--- config.mk ---
export PLATFORM = sky130hd
export DESIGN_NAME = keypad_scanner
export DESIGN_NICKNAME = d
export VERILOG_FILES = /design/src/rtl/keypad_scanner.sv
export SDC_FILE = /design/constraint.sdc
export NUM_CORES = 1
export LEC_CHECK = 0
export ABC_AREA = 1
export CAP_MARGIN = 20
export CORE_MARGIN = 1
export CORE_UTILIZATION = 55
export CTS_CLUSTER_SIZE = 40
export DETAILED_ROUTE_END_ITERATION = 8
export PLACE_DENSITY = 0.76
export SYNTH_ARGS = -nofsm -noshare
export SYNTH_HDL_FRONTEND = slang
export SYNTH_SLANG_ARGS = --single-unit
--- constraint.sdc ---
create_clock -name clk -period 2.4 [get_ports clk]
set_input_delay 0.6 -clock clk [delete_from_list [all_inputs] [get_ports clk]]
set_output_delay 0.6 -clock clk [all_outputs]
set_load 0.02 [all_outputs]
--- src/rtl/keypad_scanner.sv ---
// keypad_scanner: 4x4 active-low matrix keypad scanner with debounce and a
// two-digit BCD accumulator.
//
// One row is driven low at a time, and the synchronized columns are sampled
// once per scan tick. A press must stay stable for DEBOUNCE_SCANS ticks
// (the detect tick counts as the first) before it is accepted. A release must
// read all-high for DEBOUNCE_SCANS consecutive ticks before scanning resumes.
// Each accepted key gives a one-cycle key_valid. key_code and bcd_out already
// show the new values in that same cycle.
//
// Optional build macro: KEY_REPEAT_EN. When it is defined, a held key
// re-emits its event every REPEAT_SCANS ticks.
//
// Ports:
//   clk        system clock
//   rst_n      asynchronous active-low reset
//   col_in     keypad columns, active-low, asynchronous to clk
//   row_out    keypad row drive, active-low one-hot
//   key_valid  one-cycle pulse per accepted key event
//   key_code   hex code of the last accepted key, held between events
//   bcd_out    [7:4] tens digit, [3:0] units digit

`timescale 1ns/1ps

module keypad_scanner #(
  parameter int unsigned SCAN_DIV       = 50000,
  parameter int unsigned DEBOUNCE_SCANS = 4,
  parameter int unsigned REPEAT_SCANS   = 200
) (
  input  logic       clk,
  input  logic       rst_n,
  input  logic [3:0] col_in,
  output logic [3:0] row_out,
  output logic       key_valid,
  output logic [3:0] key_code,
  output logic [7:0] bcd_out
);

  localparam int unsigned PrescW = (SCAN_DIV > 1) ? $clog2(SCAN_DIV) : 1;
  localparam int unsigned DebW   = (DEBOUNCE_SCANS > 1) ? $clog2(DEBOUNCE_SCANS) : 1;
  localparam logic [PrescW-1:0] PrescLast = PrescW'(SCAN_DIV - 1);
  localparam logic [DebW-1:0]   DebLast   = DebW'(DEBOUNCE_SCANS - 1);
`ifdef KEY_REPEAT_EN
  localparam int unsigned RepW = (REPEAT_SCANS > 1) ? $clog2(REPEAT_SCANS) : 1;
  localparam logic [RepW-1:0] RepLast = RepW'(REPEAT_SCANS - 1);
`endif

  typedef enum logic [1:0] {StScan, StDebounce, StPressed} state_e;

  // Position of the single zero in an active-low one-hot nibble.
  function automatic logic [1:0] low_idx(input logic [3:0] v);
    logic [1:0] idx;
    idx = 2'd0;
    unique case (v)
      4'b1110: idx = 2'd0;
      4'b1101: idx = 2'd1;
      4'b1011: idx = 2'd2;
      4'b0111: idx = 2'd3;
      default: idx = 2'd0;
    endcase
    return idx;
  endfunction

  function automatic logic [3:0] map_key(input logic [1:0] r, input logic [1:0] c);
    logic [3:0] code;
    code = 4'h0;
    unique case ({r, c})
      4'h0: code = 4'h1;
      4'h1: code = 4'h2;
      4'h2: code = 4'h3;
      4'h3: code = 4'hA;
      4'h4: code = 4'h4;
      4'h5: code = 4'h5;
      4'h6: code = 4'h6;
      4'h7: code = 4'hB;
      4'h8: code = 4'h7;
      4'h9: code = 4'h8;
      4'hA: code = 4'h9;
      4'hB: code = 4'hC;
      4'hC: code = 4'hE;
      4'hD: code = 4'h0;
      4'hE: code = 4'hF;
      4'hF: code = 4'hD;
      default: code = 4'h0;
    endcase
    return code;
  endfunction

  // Column synchronizer. It idles high because the columns are pulled up.
  logic [3:0] col_meta_q, col_sync_q;

  always_ff @(posedge clk or negedge rst_n) begin
    if (!rst_n) begin
      col_meta_q <= 4'hF;
      col_sync_q <= 4'hF;
    end else begin
      col_meta_q <= col_in;
      col_sync_q <= col_meta_q;
    end
  end

  // Scan-tick prescaler
  logic [PrescW-1:0] presc_q, presc_d;
  logic              tick;

  assign tick    = (presc_q == PrescLast);
  assign presc_d = tick ? '0 : presc_q + 1'b1;

  // Column classification
  logic col_all_high, col_one_low;

  always_comb begin
    col_one_low = 1'b0;
    unique case (col_sync_q)
      4'b1110, 4'b1101, 4'b1011, 4'b0111: col_one_low = 1'b1;
      default:                            col_one_low = 1'b0;
    endcase
  end

  assign col_all_high = &col_sync_q;

  // FSM and datapath state
  state_e          state_q, state_d;
  logic [3:0]      row_q, row_d, row_rot;
  logic [3:0]      col_lat_q, col_lat_d;
  logic [DebW-1:0] deb_q, deb_d;
  logic [DebW-1:0] rel_q, rel_d;
  logic            deb_done;
  logic            emit;
`ifdef KEY_REPEAT_EN
  logic [RepW-1:0] rep_q, rep_d;
`endif

  logic       key_valid_q, key_valid_d;
  logic [3:0] key_code_q, key_code_d;
  logic [7:0] bcd_q, bcd_d;
  logic [3:0] ev_code;

  assign row_rot = {row_q[2:0], row_q[3]};
  // The detect tick in StScan counts as the first stable tick. So the press
  // is accepted when the match count reaches DEBOUNCE_SCANS-1.
  assign deb_done = (32'(deb_q) + 32'd1) >= (DEBOUNCE_SCANS - 32'd1);

  // State register
  always_ff @(posedge clk or negedge rst_n) begin
    if (!rst_n) begin
      presc_q     <= '0;
      state_q     <= StScan;
      row_q       <= 4'b1110;
      col_lat_q   <= 4'hF;
      deb_q       <= '0;
      rel_q       <= '0;
`ifdef KEY_REPEAT_EN
      rep_q       <= '0;
`endif
      key_valid_q <= 1'b0;
      key_code_q  <= 4'h0;
      bcd_q       <= 8'h00;
    end else begin
      presc_q     <= presc_d;
      state_q     <= state_d;
      row_q       <= row_d;
      col_lat_q   <= col_lat_d;
      deb_q       <= deb_d;
      rel_q       <= rel_d;
`ifdef KEY_REPEAT_EN
      rep_q       <= rep_d;
`endif
      key_valid_q <= key_valid_d;
      key_code_q  <= key_code_d;
      bcd_q       <= bcd_d;
    end
  end

  // Next-state logic. Every decision waits for a tick.
  always_comb begin
    state_d   = state_q;
    row_d     = row_q;
    col_lat_d = col_lat_q;
    deb_d     = deb_q;
    rel_d     = rel_q;
`ifdef KEY_REPEAT_EN
    rep_d     = rep_q;
`endif
    emit      = 1'b0;

    if (tick) begin
      unique case (state_q)
        StScan: begin
          if (col_one_low) begin
            col_lat_d = col_sync_q;
            deb_d     = '0;
            state_d   = StDebounce;
          end else begin
            // No key, or ghosting/multi-key: keep scanning.
            row_d = row_rot;
          end
        end

        StDebounce: begin
          if (col_sync_q == col_lat_q) begin
            deb_d = deb_q + 1'b1;
            if (deb_done) begin
              state_d = StPressed;
              rel_d   = '0;
`ifdef KEY_REPEAT_EN
              rep_d   = '0;
`endif
              emit    = 1'b1;
            end
          end else begin
            state_d = StScan;
            row_d   = row_rot;
          end
        end

        StPressed: begin
          if (col_all_high) begin
`ifdef KEY_REPEAT_EN
            rep_d = '0;
`endif
            if (rel_q == DebLast) begin
              state_d = StScan;
              row_d   = row_rot;
              rel_d   = '0;
            end else begin
              rel_d = rel_q + 1'b1;
            end
          end else begin
            // Any low column, including a second key, just restarts the release count.
            rel_d = '0;
`ifdef KEY_REPEAT_EN
            if (rep_q == RepLast) begin
              rep_d = '0;
              emit  = 1'b1;
            end else begin
              rep_d = rep_q + 1'b1;
            end
`endif
          end
        end

        default: begin
          state_d = StScan;
          row_d   = 4'b1110;
        end
      endcase
    end
  end

  // Output logic. Code and BCD register with the pulse, so they are valid with it.
  always_comb begin
    ev_code     = map_key(low_idx(row_q), low_idx(col_lat_q));
    key_valid_d = emit;
    key_code_d  = key_code_q;
    bcd_d       = bcd_q;
    if (emit) begin
      key_code_d = ev_code;
      if (ev_code <= 4'd9) begin
        bcd_d = {bcd_q[3:0], ev_code};
      end else if (ev_code == 4'hC) begin
        bcd_d = 8'h00;
      end
    end
  end

  assign row_out   = row_q;
  assign key_valid = key_valid_q;
  assign key_code  = key_code_q;
  assign bcd_out   = bcd_q;

endmodule

### Yosys cells after proc, flatten, opt, wreduce, memory -nomap -nowiden

Memory sizes are Yosys's and may differ from the RTL's.
Index checks and enable logic that the tools add are counted.

* add/subtract/negate cells: 4
* magnitude comparators: 2
* equal/unequal tests: 24
* multiplexer cells: 29
* reductions and logical operators: 12

Operators by type and width (count)
* 4-bit equality test (second input constant): 8
* 2-bit 2-to-1 mux: 11
* 2-bit one-hot mux with 3 select lines: 3
* 16-bit by 1-bit adder with 16-bit output (second input constant): 1
* 16-bit equality test (second input constant): 1
* 16-bit 2-to-1 mux: 1
* 4-bit 2-to-1 mux: 4
* 8-bit 2-to-1 mux: 2
* 2-bit inequality test (second input constant): 7
* 4-bit by 3-bit equality test with 1-bit output (second input constant): 3
* 4-bit one-hot mux with 3 select lines: 1
* 4-bit AND reduction: 3
* 5-bit AND reduction: 2
* 2-bit one-hot mux with 2 select lines: 2
* 2-bit nonzero test: 3
* 1-bit 2-to-1 mux: 5
* 2-bit by 1-bit adder with 2-bit output (second input constant): 2
* 2-bit equality test (second input constant): 2
* 4-bit equality test: 1
* 4-bit <= comparator (second input constant): 1
* 4-bit OR reduction: 1
* 2-bit by 1-bit adder with 3-bit output (second input constant): 1
* 3-bit by 2-bit greater-or-equal comparator with 1-bit output (second input constant): 1
* 3-bit inequality test (second input constant): 1
* 4 further kinds: 4

* flip-flop bits (word level): 51
* memory bits (read-only): 64
* input port bits: 6
* memories kept: 1

Memories
* (no name shown): words 16, bits a word 4, read ports 1, clocked after memory_dff 0, write ports 0, RTL line 67 `unique case ({r, c})`

### Logic depth before layout (Yosys ltp)

Gate-level depths: netlist of the first run.

* word-level depth: 7
* depth in mapped cells: 15
* mapped depth without buffers: 15

### Worst setup path after synthesis of the first run

No wires, ideal clock.

* kind: register to register
* start point: register col_lat_q[1]
* end point: register bcd_q[0] (netlist: bcd_out[0])
* arrival time: 1834 ps
* required time: 2282 ps
* setup slack: 448 ps
* stages on the path, launching flop included: 16
* path buffers: 0
* clock period less this slack: 1952 ps
* cells stage by stage: dfstp_2 inv_1 nand2_1 nand4_4 inv_1 ha_1 inv_1 nand3_1 nand3_1 nand2_1 inv_1 nand2_1 nand2_2 nand2_4 nand3_1 nand2_1

* word-level cells in the longest chain between the ends: 6
* elaborated cells between the ends (all ways): 14

RTL lines
* from (decl): RTL line 125 `logic [3:0] col_lat_q, col_lat_d;`
* from (signal assigned): RTL line 163 `col_lat_q <= col_lat_d;`
* 4-bit by 3-bit equality test with 1-bit output or 4-bit equality test (tied branches): RTL line 54 `unique case (v)`
* 2-bit one-hot mux with 3 select lines: RTL line 54
* memory read 16 x 4 bit
* 4-bit <= comparator or 4-bit equality test (tied branches): RTL line 259, 261
* 2-bit nonzero test (no line)
* 2-bit AND reduction (no line)
* to (signal assigned): RTL line 158 `bcd_q <= 8'h00;`
* to (signal assigned): RTL line 171 `bcd_q <= bcd_d;`
* to (decl): RTL line 136 `logic [7:0] bcd_q, bcd_d;`

Several ways; a longest one is shown, not always the timed one.
A chain may end at the register's enable or synchronous reset.

### Worst setup path in the final report of the first run

* start point: register col_lat_q[3]
* end point: register bcd_q[3] (netlist: bcd_out[3])

Same word-level chain as after synthesis.

==> results of run 1 <==
[area by class of cell]
cell class,count,share of cell area
clock inverter,2,0.0110
multi-input combinational,222,0.392
inverter,49,0.0580
sequential,51,0.408
clock buffer,6,0.0260
timing repair buffer,25,0.0789
tap,67,0.0264
[timing repair]
action,CTS,global route
hold buffers,0,0
hold endpoints to repair,0,0
gates resized for setup,0,2
setup buffers,0,2
setup endpoints to repair,0,8
[sequential cells by signal, summed over array words and instances (netlist names)]
| signal | cells |
|---|---|
| rel_q | 2 |
| row_out | 4 |
| key_valid | 1 |
| state_q | 2 |
| bcd_out | 8 |
| deb_q | 2 |
| key_code | 4 |
| presc_q | 16 |
| col_meta_q | 4 |
| col_sync_q | 4 |
| col_lat_q | 4 |
[where the power goes]
group,switching [mW],internal [mW]
Sequential,0.00518,0.872
Clock,0.272,0.337
Combinational,0.0230,0.0149
[worst max-delay path: cells and delay by family (launching register included)]
kind                       cells  cell delay, ps
and+or+nand+nor               10             900
DFF                            1             580
buffers and inverters          4             330
adders and majority gates      1             230
[Yosys cell counts, types with 2 or more instances]
| master | count |
|---|---|
| sky130_fd_sc_hd__xor2_1 | 6 |
| sky130_fd_sc_hd__nand3_1 | 30 |
| sky130_fd_sc_hd__inv_1 | 39 |
| sky130_fd_sc_hd__nand2_1 | 70 |
| sky130_fd_sc_hd__nor2_1 | 27 |
| sky130_fd_sc_hd__a21oi_1 | 9 |
| sky130_fd_sc_hd__dfstp_2 | 15 |
| sky130_fd_sc_hd__xnor2_1 | 5 |
| sky130_fd_sc_hd__nor2_2 | 5 |
| sky130_fd_sc_hd__inv_2 | 10 |
| sky130_fd_sc_hd__o21ai_0 | 15 |
| sky130_fd_sc_hd__dfrtp_1 | 36 |
| sky130_fd_sc_hd__ha_1 | 10 |
| sky130_fd_sc_hd__o21ai_1 | 4 |
| sky130_fd_sc_hd__nor3_2 | 2 |
| sky130_fd_sc_hd__nand4_1 | 7 |
| sky130_fd_sc_hd__nand2_2 | 11 |
| sky130_fd_sc_hd__nand3b_1 | 2 |
| sky130_fd_sc_hd__nor3_1 | 4 |
[logic make-up after synthesis]
| family | after synthesis |
|---|---|
| flip-flops | 51 |
| AO/OA/AOI/OAI | 31 |
| XOR/XNOR | 11 |
| buffers and inverters | 49 |
| multiplexers | 1 |
| adder cells (fa/ha/maj) | 10 |
| AND/OR/NAND/NOR | 169 |
[per-layer routing]
layer / wire, µm / vias to the layer above / GRT usage
met5: 0 / - / 0
met4: 96 / 0 / 0.0697
met3: 163 / 13 / 0.0528
met2: 2420 / 37 / 0.358
met1: 2290 / 989 / 0.260
li1: - / 1088 / -
[cell usage in the layout (no fill, tap or decap), types with 2 or more instances in the layout]
| cell type | Yosys | routed |
|---|---|---|
| sky130_fd_sc_hd__nand3b_1 | 2 | 2 |
| sky130_fd_sc_hd__nor3_1 | 4 | 4 |
| sky130_fd_sc_hd__inv_2 | 10 | 11 |
| sky130_fd_sc_hd__inv_1 | 39 | 38 |
| sky130_fd_sc_hd__xnor2_1 | 5 | 5 |
| sky130_fd_sc_hd__nand2_1 | 70 | 70 |
| sky130_fd_sc_hd__o21ai_0 | 15 | 15 |
| sky130_fd_sc_hd__nand2_2 | 11 | 11 |
| sky130_fd_sc_hd__dfstp_2 | 15 | 15 |
| sky130_fd_sc_hd__nor2_1 | 27 | 27 |
| sky130_fd_sc_hd__nand3_1 | 30 | 29 |
| sky130_fd_sc_hd__nor3_2 | 2 | 2 |
| sky130_fd_sc_hd__ha_1 | 10 | 10 |
| sky130_fd_sc_hd__buf_4 | 0 | 2 |
| sky130_fd_sc_hd__clkbuf_8 | 0 | 6 |
| sky130_fd_sc_hd__nand3_2 | 1 | 2 |
| sky130_fd_sc_hd__clkdlybuf4s50_1 | 0 | 21 |
| sky130_fd_sc_hd__o21ai_1 | 4 | 4 |
| sky130_fd_sc_hd__dfrtp_1 | 36 | 36 |
| sky130_fd_sc_hd__a21oi_1 | 9 | 9 |
| sky130_fd_sc_hd__nor2_2 | 5 | 5 |
| sky130_fd_sc_hd__xor2_1 | 6 | 6 |
| sky130_fd_sc_hd__nand4_1 | 7 | 7 |
[metrics by stage]
| step | power, mW | cell area [µm²] | worst slack (ps) | hold WS (ps) |
|---|---|---|---|---|
| floorplan | 0.902 | 2720 | 448 | 304 |
| global placement | 0.931 | 3040 | 308 | 346 |
| detailed placement | 0.932 | 3040 | 258 | 347 |
| CTS | 1.55 | 3150 | 211 | 286 |
| global route | 1.58 | 3170 | 4.66 | 320 |
| finish | 1.52 | 3170 | 252 | 273 |
[worst paths after layout]
path	start	to	slack, ps	cells after the start
worst max register to register	col_lat_q[3]	bcd_out[3]	250	15
worst min-delay path	rst_n	presc_q[11]	270	1
max in group asynchronous	rst_n	row_out[3]	1530	2
worst min register to register	col_meta_q[2]	col_sync_q[2]	360	0
min in group clk	col_meta_q[2]	col_sync_q[2]	360	0
worst max-delay path	col_lat_q[3]	bcd_out[3]	250	15
==> flow_summary.toml, run 1 <==
[grt]
grt_start_max_net_pins = 28
antenna_violations_before_repair = 0
track_usage = 0.210
grt.overflow.total = 0
grt_first_pass_wirelength_um = 8520
vias_in_the_first_global_route = 2046

[cts]
worst_skew_pair_later_pin_latency_ps = 300
cts_root_buffer = "sky130_fd_sc_hd__clkbuf_8"
cts_num_sinks = 51
cts.reportedPaths.clkPinSlew_ps = 90
clockBufferDepth = 2
cts_buffers = 5
tritoncts = "built"
cts_htree_levels = 2

[routing]
via_count = 2127
detail-route-antenna-nets = 0
drt_wl_total_um = 4970
remaining_drc_errors = 0
dr.first_iter.drc_count = 138
routed_wire_length_per_instance_um = 11.8
drt_pass1_iterations = 4
vias_per_cell = 5.04

[timing]
max_slew.worst_pin.slew_ps = 549
setup_viol = 0
grt_setup_unrepaired = "false"
skew_ps = 8.73
final_max_slew_viol_count = 0
finalHoldViolations = 0
worst_slew_margin_rel = 0.634
fmax_ghz = 0.466
final.setup.tns_ps = 0
timing.final.crit_share = 0.895
shortest_period_the_worst_path_allows_ps = 2150

[synth]
synth_seq_cells = 51
ys_top_cells_by_area = "sky130_fd_sc_hd__dfrtp_1 (33%), sky130_fd_sc_hd__dfstp_2 (15%), sky130_fd_sc_hd__nand2_1 (9.7%)"
synth_top_flop_cell = "sky130_fd_sc_hd__dfrtp_1"
syn_avg_cell_area_um2 = 8.44
synthAdderAreaFrac = 0.0461
yosysTopAreaCellShare = 0.332
synthArstFlopShare = 1.00
number_of_different_library_cells_in_the_post_synthesis_netlist = 34
synth-edff-count = 0
postSynthCellCount = 322
post_synth_and_or_nand_nor_area_fraction = 0.310
yosys.area_share.xor_xnor = 0.0355
combinational_family_with_the_most_area_after_synthesis = "simple AND/OR/NAND/NOR gates"
number_of_synthesis_warnings = 0
synth.yosys.seq_area_share = 0.477
mappedNetlistNets = 338
yosys.area.top_type = "sky130_fd_sc_hd__dfrtp_1"
synthesis.area_um2 = 2720
share_of_synthesized_area_spent_on_multiplexers = 0.00415
post_synthesis_compound_gate_area_fraction = 0.0603

[cells_and_area]
num-nets-final = 370
final_cell_count_no_fill = 422
areaGrowthSynthToFinish_pct = 16.8
antennaDiodeCount = 0
post_route_cells_drive_above_1_share = 0.189
ff_latch_area_um2 = 1290
filler_cell_count = 400
utilization = 0.672
multi_input_gate_area_in_the_final_layout_um2 = 1240

[critical_path]
cp_max_fo = 8
timing.critical_path.arrival_ps = 2340
timing.critical_path.cells = "inv_1 -> nand2_1 -> nand4_4 -> inv_2 -> ha_1 -> inv_1 -> nand3_1 -> nand3_1 -> nand2_1 -> inv_1 -> nand2_1 -> nand2_2 -> nand2_4 -> nand3_1 -> nand2_1"
worstSetupStartpointType = "register"
path_class = "reg -> reg"
cp-end-kind = "register"
cp_slowest_stage_delay_ps = 580
crit_slowest_cell = "sky130_fd_sc_hd__dfstp_2"
cpMostUsedCell = "sky130_fd_sc_hd__nand2_1"
timing.critical_path.required_ps = 2590

[power]
power.density_cell_area_nw_per_um2 = 480
peakVddDrop_mv = 0.352
static-leakage-power_nw = 1.59

[placed_design]
place_congestion = 0.913
dpl.cell_count = 412
place.port_buffers = 22
dp.final_hpwl_um = 3780

[job]
cap_violations = 0

[hold_path]
worst_hold_path_type = "in -> async"

[floorplan]
row_count = 25
initial_utilization = 0.575
die-height_um = 72.3
boundaryPins = 23
dieArea_um2 = 5220
floorplan.die.width_um = 72.3
floorplan.core_area_um2 = 4720

[status]
run_status = "complete, no violations"
(Power assumes the default switching activity.)
==> run 2: changes to the inputs <==
==> constraint.sdc (replaced) <==
create_clock -name clk -period 2.4 [get_ports clk]
set_input_delay 0.48 -clock clk [delete_from_list [all_inputs] [get_ports clk]]
set_output_delay 0.48 -clock clk [all_outputs]
set_load 0.02 [all_outputs]
==> run 2 against run 1 <==
Net effect:
- sequential share of layout area increased by 0.32 points
- utilization decreased by 0.53 points
- fmax decreased by 0.29%
- clock skew increased by 1.8 ps
- cell count decreased by 0.47%
- global-route usage decreased by 0.27 points
- largest power group unchanged
- sequential cell count unchanged
- final area decreased by 0.79%
- clock-buffer cell count decreased by 1
- combinational power about the same
- register-to-register slack about the same
==> flow_summary.toml, run 2 (synthesis results as in run 1) <==
[status]
run_status = "complete, no violations"

[placed_design]
place.port_buffers = 22
placement.setup.worst_slack_ps = 251
place_congestion = 0.861
dp.final_hpwl_um = 3670
dpl.cell_count = 412

[routing]
dr.first_iter.drc_count = 129
routed_wire_length_per_instance_um = 11.4
remaining_drc_errors = 0
drt_wl_total_um = 4770
drt_pass1_iterations = 4
vias_per_cell = 5.05
via_count = 2120
detail-route-antenna-nets = 0

[critical_path]
worstSetupStartpointType = "register"
critical_path.startpoint = "col_lat_q[2]"
path_class = "reg -> reg"
ff2ff_setup_slack_ps = 250
timing.critical_path.required_ps = 2600
timing.critical_path.arrival_ps = 2360
regToRegStartpoint = "col_lat_q[2]"
cp_max_fo = 8
cp-end-kind = "register"

[cts]
postCtsSetupRepairBufs = 0
cts_num_sinks = 51
tritoncts = "built"
worst_skew_pair_later_pin_latency_ps = 310
cts_resized = 0
cts_htree_levels = 2
cts.reportedPaths.clkPinSlew_ps = 90
clockBufferDepth = 2
cts_root_buffer = "sky130_fd_sc_hd__clkbuf_8"
ctsHoldBuffers = 0
cts_buffers = 5

[cells_and_area]
final_cell_count_no_fill = 420
utilization = 0.666
num-nets-final = 368
largest_register_ffs = 16
final_cell_mix = "sky130_fd_sc_hd__nand2_1 (70), sky130_fd_sc_hd__inv_1 (38), sky130_fd_sc_hd__dfrtp_1 (36)"
areaGrowthSynthToFinish_pct = 15.9
post_route_cells_drive_above_1_share = 0.181
antennaDiodeCount = 0
final_common_cell = "sky130_fd_sc_hd__nand2_1"
largest_register = "presc_q"

[timing]
fmax_ghz = 0.464
grt_setup_unrepaired = "false"
skew_ps = 10.5
final_max_slew_viol_count = 0
shortest_period_the_worst_path_allows_ps = 2150
finalHoldViolations = 0
setup_viol = 0
timing.final.crit_share = 0.898
worst_slew_margin_rel = 0.625
final.setup.tns_ps = 0
max_slew.worst_pin.slew_ps = 563
worst_slack_ps = 246

[floorplan]
boundaryPins = 23
floorplan.core_area_um2 = 4720
initial_utilization = 0.575
floorplan.die.width_um = 72.3
dieArea_um2 = 5220
row_count = 25
die-height_um = 72.3

[power]
netSwitchingFraction = 0.206
p_comb_frac = 0.025
peakVddDrop_mv = 0.384
design_power_total_mw = 1.51
power.density_cell_area_nw_per_um2 = 479
power.clock.fraction = 0.394
net_switching_power_of_the_design_uw = 311
cell_internal_pwr_mw = 1.20
static-leakage-power_nw = 1.58
pwr-share-seq = 0.581

[grt]
grt_first_pass_wirelength_um = 8320
vias_in_the_first_global_route = 1911
grt_most_used_layer = "met2"
track_usage = 0.207
gr-usage-met3 = 0.0431
grt_start_max_net_pins = 27
grt.overflow.total = 0
groute.layer.met1.usage = 0.269
gr-usage-met2 = 0.332
antenna_violations_before_repair = 0

[job]
cap_violations = 0

[hold_path]
worst_hold_path_type = "in -> async"
[run 2: final cells by class]
type	instances	area, µm²
Timing Repair Buffer	23	235
Inverter	49	184
Fill cell	395	1580
Tap cell	67	83.8
Clock inverter	3	43.8
Sequential cell	51	1290
Clock buffer	5	68.8
Multi-Input combinational cell	222	1240
[run 2: path summary, 6_finish.rpt]
kind,end,depth (start not counted)
worst min register to register,col_sync_q[3],0
worst max-delay path,bcd_out[6],14
worst max register to register,bcd_out[6],14
min in group clk,col_sync_q[3],0
max in group asynchronous,row_out[3],2
worst min-delay path,presc_q[10],1
[run 2: worst max-delay path: stages, from the launching register on]
cell                      delay, ps
sky130_fd_sc_hd__dfstp_2        590
sky130_fd_sc_hd__nand2_1        100
sky130_fd_sc_hd__nand2_1         70
sky130_fd_sc_hd__nand3_1        170
sky130_fd_sc_hd__ha_1           330
sky130_fd_sc_hd__inv_1           50
sky130_fd_sc_hd__nand3_1         70
sky130_fd_sc_hd__nand3_1         80
sky130_fd_sc_hd__nand2_1         60
sky130_fd_sc_hd__inv_1           80
sky130_fd_sc_hd__nand2_1         60
sky130_fd_sc_hd__nand2_2        130
sky130_fd_sc_hd__nand2_4        100
sky130_fd_sc_hd__nand3_1         90
sky130_fd_sc_hd__nand2_1         60
[run 2: stage by stage]
stage	area, µm²	hold slack (ps)
3_5_place_dp	3040	347
6_report	3150	152
4_1_cts	3150	166
5_1_grt	3150	196
2_1_floorplan	2720	184
3_3_place_gp	3040	345
[run 2: power by group through the flow]
stage / Sequential [mW] / Combinational [mW] / Clock, mW
finish: 0.877 / 0.0376 / 0.593
global route: 0.878 / 0.0440 / 0.641
CTS: 0.877 / 0.0397 / 0.613
detailed placement: 0.893 / 0.0396 / 0
global placement: 0.893 / 0.0393 / 0
floorplan: 0.892 / 0.0104 / 0
[run 2: metal layers]
metal	vias up	routed length, µm
li1	1088	-
met4	0	94
met2	32	2230
met5	-	0
met1	991	2310
met3	9	138
